==> src/rtl/inst_fetch_bridge_pkg.sv <==
// Shared definitions for the instruction-fetch bridge: bus widths, fixed words and
// the fetch FSM state codes.
package inst_fetch_bridge_pkg;

    localparam int unsigned RegBus         = 32;
    localparam int unsigned InstAddrBus    = 32;
    localparam int unsigned IfTimeoutWidth = 8;

    localparam logic [RegBus-1:0] ZeroWord = 32'h0000_0000;
    localparam logic [RegBus-1:0] NopInst  = 32'h0000_0000;

    typedef enum logic [1:0] {
        IfIdle = 2'b00,
        IfReq  = 2'b01,
        IfWait = 2'b10
    } if_state_e;

endpackage

==> src/rtl/inst_fetch_bridge.sv <==
// Single-entry fetch buffer between the core ROM port and a handshaked instruction bus.
// Hits are served combinationally; misses stall the core while a bus read runs.
module inst_fetch_bridge
    import inst_fetch_bridge_pkg::*;
#(
    parameter int unsigned TIMEOUT = 255
) (
    input  logic                   clk,
    input  logic                   rst,
    input  logic                   rom_ce_i,
    input  logic [InstAddrBus-1:0] rom_addr_i,
    output logic [RegBus-1:0]      rom_data_o,
    output logic                   stallreq_o,
    input  logic                   flush_i,
    output logic                   bus_req_o,
    output logic [InstAddrBus-1:0] bus_addr_o,
    input  logic                   bus_ack_i,
    input  logic [RegBus-1:0]      bus_rdata_i,
    output logic                   err_o
);

    localparam logic [IfTimeoutWidth-1:0] TimeoutCnt = IfTimeoutWidth'(TIMEOUT);

    if_state_e                   state_q, state_d;
    logic                        buf_valid_q, buf_valid_d;
    logic [InstAddrBus-3:0]      buf_addr_q, buf_addr_d;
    logic [RegBus-1:0]           buf_data_q, buf_data_d;
    logic [InstAddrBus-3:0]      req_addr_q, req_addr_d;
    logic [IfTimeoutWidth-1:0]   cnt_q, cnt_d;
    logic                        drop_q, drop_d;
    logic                        err_q, err_d;
    logic                        hit;

    // Byte offset within the word is irrelevant to a word fetch.
    logic unused_addr_lsb;
    assign unused_addr_lsb = ^rom_addr_i[1:0];

    assign hit        = rom_ce_i && buf_valid_q && (buf_addr_q == rom_addr_i[InstAddrBus-1:2]);
    assign rom_data_o = hit ? buf_data_q : ZeroWord;
    assign stallreq_o = rom_ce_i && !hit;
    assign bus_req_o  = (state_q == IfReq) || (state_q == IfWait);
    assign bus_addr_o = bus_req_o ? {req_addr_q, 2'b00} : '0;
    assign err_o      = err_q;

    always_comb begin
        state_d     = state_q;
        buf_valid_d = buf_valid_q;
        buf_addr_d  = buf_addr_q;
        buf_data_d  = buf_data_q;
        req_addr_d  = req_addr_q;
        cnt_d       = cnt_q;
        drop_d      = drop_q;
        err_d       = 1'b0;

        unique case (state_q)
            IfIdle: begin
                if (rom_ce_i && !hit) begin
                    req_addr_d = rom_addr_i[InstAddrBus-1:2];
                    drop_d     = 1'b0;
                    cnt_d      = '0;
                    state_d    = IfReq;
                end
            end
            IfReq: begin
                if (flush_i) drop_d = 1'b1;
                // First WAIT cycle carries count 1, so the timeout fires on the
                // TIMEOUT-th WAIT cycle.
                cnt_d   = IfTimeoutWidth'(1);
                state_d = IfWait;
            end
            IfWait: begin
                if (flush_i) drop_d = 1'b1;
                if (bus_ack_i) begin
                    if (!(drop_q || flush_i)) begin
                        buf_valid_d = 1'b1;
                        buf_addr_d  = req_addr_q;
                        buf_data_d  = bus_rdata_i;
                    end
                    state_d = IfIdle;
                end else if (cnt_q == TimeoutCnt) begin
                    if (!(drop_q || flush_i)) begin
                        buf_valid_d = 1'b1;
                        buf_addr_d  = req_addr_q;
                        buf_data_d  = NopInst;
                    end
                    err_d   = 1'b1;
                    state_d = IfIdle;
                end else begin
                    cnt_d = cnt_q + IfTimeoutWidth'(1);
                end
            end
            default: state_d = IfIdle;
        endcase
    end

    always_ff @(posedge clk or negedge rst) begin
        if (!rst) begin
            state_q     <= IfIdle;
            buf_valid_q <= 1'b0;
            buf_addr_q  <= '0;
            buf_data_q  <= '0;
            req_addr_q  <= '0;
            cnt_q       <= '0;
            drop_q      <= 1'b0;
            err_q       <= 1'b0;
        end else begin
            state_q     <= state_d;
            buf_valid_q <= buf_valid_d;
            buf_addr_q  <= buf_addr_d;
            buf_data_q  <= buf_data_d;
            req_addr_q  <= req_addr_d;
            cnt_q       <= cnt_d;
            drop_q      <= drop_d;
            err_q       <= err_d;
        end
    end

endmodule

==> config.mk <==
export PLATFORM = sky130hd
export DESIGN_NAME = inst_fetch_bridge
export DESIGN_NICKNAME = d
export VERILOG_FILES = /design/src/rtl/inst_fetch_bridge_pkg.sv /design/src/rtl/inst_fetch_bridge.sv
export SDC_FILE = /design/constraint.sdc
export NUM_CORES = 1
export LEC_CHECK = 0
export CAP_MARGIN = 15
export CORE_UTILIZATION = 30
export DETAILED_ROUTE_END_ITERATION = 10
export PLACE_DENSITY = 0.52
export SYNTH_ARGS = -nofsm -noshare
export SYNTH_HDL_FRONTEND = slang
export SYNTH_SLANG_ARGS = --single-unit
==> constraint.sdc <==
create_clock -name clk -period 1.95 [get_ports clk]
set_input_delay 0.2925 -clock clk [delete_from_list [all_inputs] [get_ports clk]]
set_output_delay 0.2925 -clock clk [all_outputs]
set_load 0.02 [all_outputs]
==> results.md <==
- Leading area contributor after synthesis: dfrtp_1
- Root buf cell: clkbuf_16
- Crit path time final: about 2400 ps
- Outcome: complete, but fails checks
- Kind of critical path: in -> out
- Crit-path max FO: 17
- IO Port Bufs: roughly 130
- Final WL: between 15,000 and 20,000 µm
- Largest cells by area after synthesis: dfrtp_1, mux2_4, mux2_2, xor2_1, nand3_1
- Row count: 49
- Violated checks: negative setup slack
- Syn. warnings: 0
- Cell Area, Synth: 0.00552 mm²
- Nets: around 800
- Drt first pass iters: 4
- Initial antenna violation count: 0
- Pwr dens: approximately 1300 mW/mm²
- Overflow after GRT: 0
- Via Count: 4,598
- Final Hold Viols: 0
- Final Cell Area: about 0.0085 mm²
- Avg Inst Size Synth: between 10 and 15 µm²
- Sequential area share after synthesis: roughly 48%
- Vias in the first global route: approximately 4,600
- Routed length per placed instance: about 17 µm
- MaxCap Viol Count: 0
- Clk_skew: ~9.8 ps
- Die Area: roughly 0.019 mm²
- Max Fclk: ~0.42 GHz
- Leak: roughly 0.0038 µW
- Initial Util: a little over 30%
- Ant. Diodes: 0
- GRT busiest layer: met2
- Sequential cell area: ~0.0026 mm²
- Vias/cell: around 4.9
- Hold crit path type: in -> reg
- Starting DRT DRC Count: 279
- Crit path DAT: around 2100 ps
- CP Launch Point: rom_addr_i[30]
- Clock-pin slew on the worst setup and hold paths: about 70 ps
- Hold_sp: rom_addr_i[27]
- Worst VDD drop: approximately 820 µV
- RR Startpoint: buf_addr_q[25]
- PnR worst setup slack: -451 ps
- H-tree depth: 3
- Global-route wire length before repair: 24,300 µm
- Gpl congestion: a little under 0.8
- Synth top area share: 47.6%
- Critical path's most frequent cell: buf_6
- Chip Height: approximately 140 µm
- Total CTS buffers: 9
- Worst setup SP type: input port
- CORE AREA: between 0.015 and 0.02 mm²
- Post-DP HPWL: 10,500 µm
- I/O Pins: roughly 140
- CP max-delay cell: clkdlybuf4s50_1
- Met3 Track Usage GR: 2.94%
- Tcrit/Tclk final: 123%
- CP required: 1660 ps
- Multi-input gate area: around 0.0032 mm²
- Remaining antenna violation count after routing: 0
- Clock sink count: 105
- Dpl cell area: between 0.007 and 0.008 mm²
- Cells along the critical path: clkdlybuf4s50_1 > xor2_1 > nor4_2 > buf_4 > nand4_1 > buf_6 > buf_12 > nor3_4 > buf_6
- GR Layer Usage met2: 27.6%
- Share of layout cells above drive strength 1: between 40% and 50%
- Slew Viols, Final: 0
- Remaining DRCs: 0
- Layout area overhead: 54.2%
- GR Util All Layers: roughly 17%
- Synth unique cells: 43
- Final setup fails: 65
- Clk buf depth: 2
- CP peak stage delay: between 400 and 500 ps
- Fillers: between 1,500 and 2,000
- RSZ-0062 raised after global routing: yes
- Mapped Cells: between 500 and 600
- CTS tree: yes
- Met1 Use GR: 22.6%
- Largest net degree at the start of global routing: 49
- Seq cells post-synth: approximately 110
- Die W: about 140 µm
- Worst setup EP type: output port
- Worst-skew pair later-pin latency: between 300 and 400 ps
- Total chip power: between 10,000 and 15,000 µW
-- path summary, 6_finish.rpt --
| path | endpoint | slack, ps | cells after the start |
|---|---|---|---|
| worst max-delay path | rom_data_o[14] | -450 | 9 |
| worst min-delay path | req_addr_q[25] | 290 | 2 |
| worst max register to register | req_addr_q[15] | -290 | 9 |
| worst min register to register | buf_valid_q | 480 | 1 |
| max in group asynchronous | req_addr_q[7] | 970 | 3 |
| min in group asynchronous | req_addr_q[23] | 390 | 2 |
-- layout make-up --
cell class              count  share of cell area [%]
repair buffers            204                    23.0
clock inverters             6                   0.588
inverters                  36                    1.59
multi-input cells         348                    37.8
well taps                 229                    3.36
clock buffers              10                    2.81
flip-flops and latches    105                    30.8
-- where the power goes --
part,leakage (µW),internal [µW],switching (µW)
combinational,0.00240,2810,2900
clock,0.000141,919,861
sequential,0.00130,3160,629
-- worst max-delay path, delay by kind of cell --
family / cells / cell delay (ps)
XOR/XNOR: 1 / 180
buffers and inverters: 5 / 1050
AND/OR/NAND/NOR: 3 / 540
-- kinds of logic after synthesis --
kind of cell,after synthesis,share of synthesized area (%)
simple gates,177,17.8
flops,105,47.6
xor+xnor,33,5.23
buf+inv,74,5.96
mux,61,14.5
compound gates,68,7.59
fa+ha+maj,6,1.36
other cells,1,0.0679
-- state kept, by name, summed over array words and instances, names as in the netlist --
| register | flops |
|---|---|
| buf_addr_q | 30 |
| drop_q | 1 |
| req_addr_q | 30 |
| state_q | 2 |
| err_o | 1 |
| buf_data_q | 32 |
| buf_valid_q | 1 |
| cnt_q | 8 |
-- routing by layer --
metal | wire length, µm | share of wire, %
met5 | 0 | 0
met4 | 186 | 1.2
met3 | 705 | 4.4
met2 | 7980 | 49
met1 | 7270 | 45
-- Yosys cell counts, drive strengths merged --
master,instances
dfrtp,105
mux2,60
nand3,46
o21ai,41
nor3,40
inv,36
and2,33
xor2,32
clkbuf,20
buf,18
nor4,16
nand4,15
nand2,7
ha,6
nor2,6
o211ai,6
a21oi,5
a221oi,5
and3,5
a311oi,2
and4,2
nor2b,2
o2111ai,2
or3,2
a2111oi,1
a211oi,1
a22oi,1
a31oi,1
conb,1
mux2i,1
nand3b,1
o211a,1
o311ai,1
o31ai,1
or2,1
or4,1
xnor2,1
-- layout by cell type (no fill, tap or decap), types with 18 or more instances in the layout --
cell type / n
buf_2: 24
clkdlybuf4s50_1: 49
mux2_2: 30
xor2_2: 20
buf_6: 31
nand3_1: 46
inv_1: 34
dfrtp_1: 105
o21ai_0: 37
and2_1: 29
mux2_4: 30
buf_4: 65
nor3_4: 18
-- stage by stage --
stage	TNS (ps)	worst slack [ps]	hold slack (ps)	util [%]	std cells
3_5_place_dp	-60470	-975	227	41.2	899
6_report	-21900	-451	286	47.3	938
4_1_cts	-22490	-487	355	44.2	924
3_3_place_gp	-57820	-904	224	41.2	899
5_1_grt	-27640	-564	277	47.3	938
2_1_floorplan	-4200	-137	-3.09	-	526
-- what timing repair did --
item	CTS	global route
hold buffers	1	0
cloned	2	5
resized for setup	388	105
hold endpoints to repair	22	0
endpoints found under the setup margin	103	158
pin swaps	21	23
buffers inserted	6	10
No activity file was read; power rests on OpenSTA's default activity.
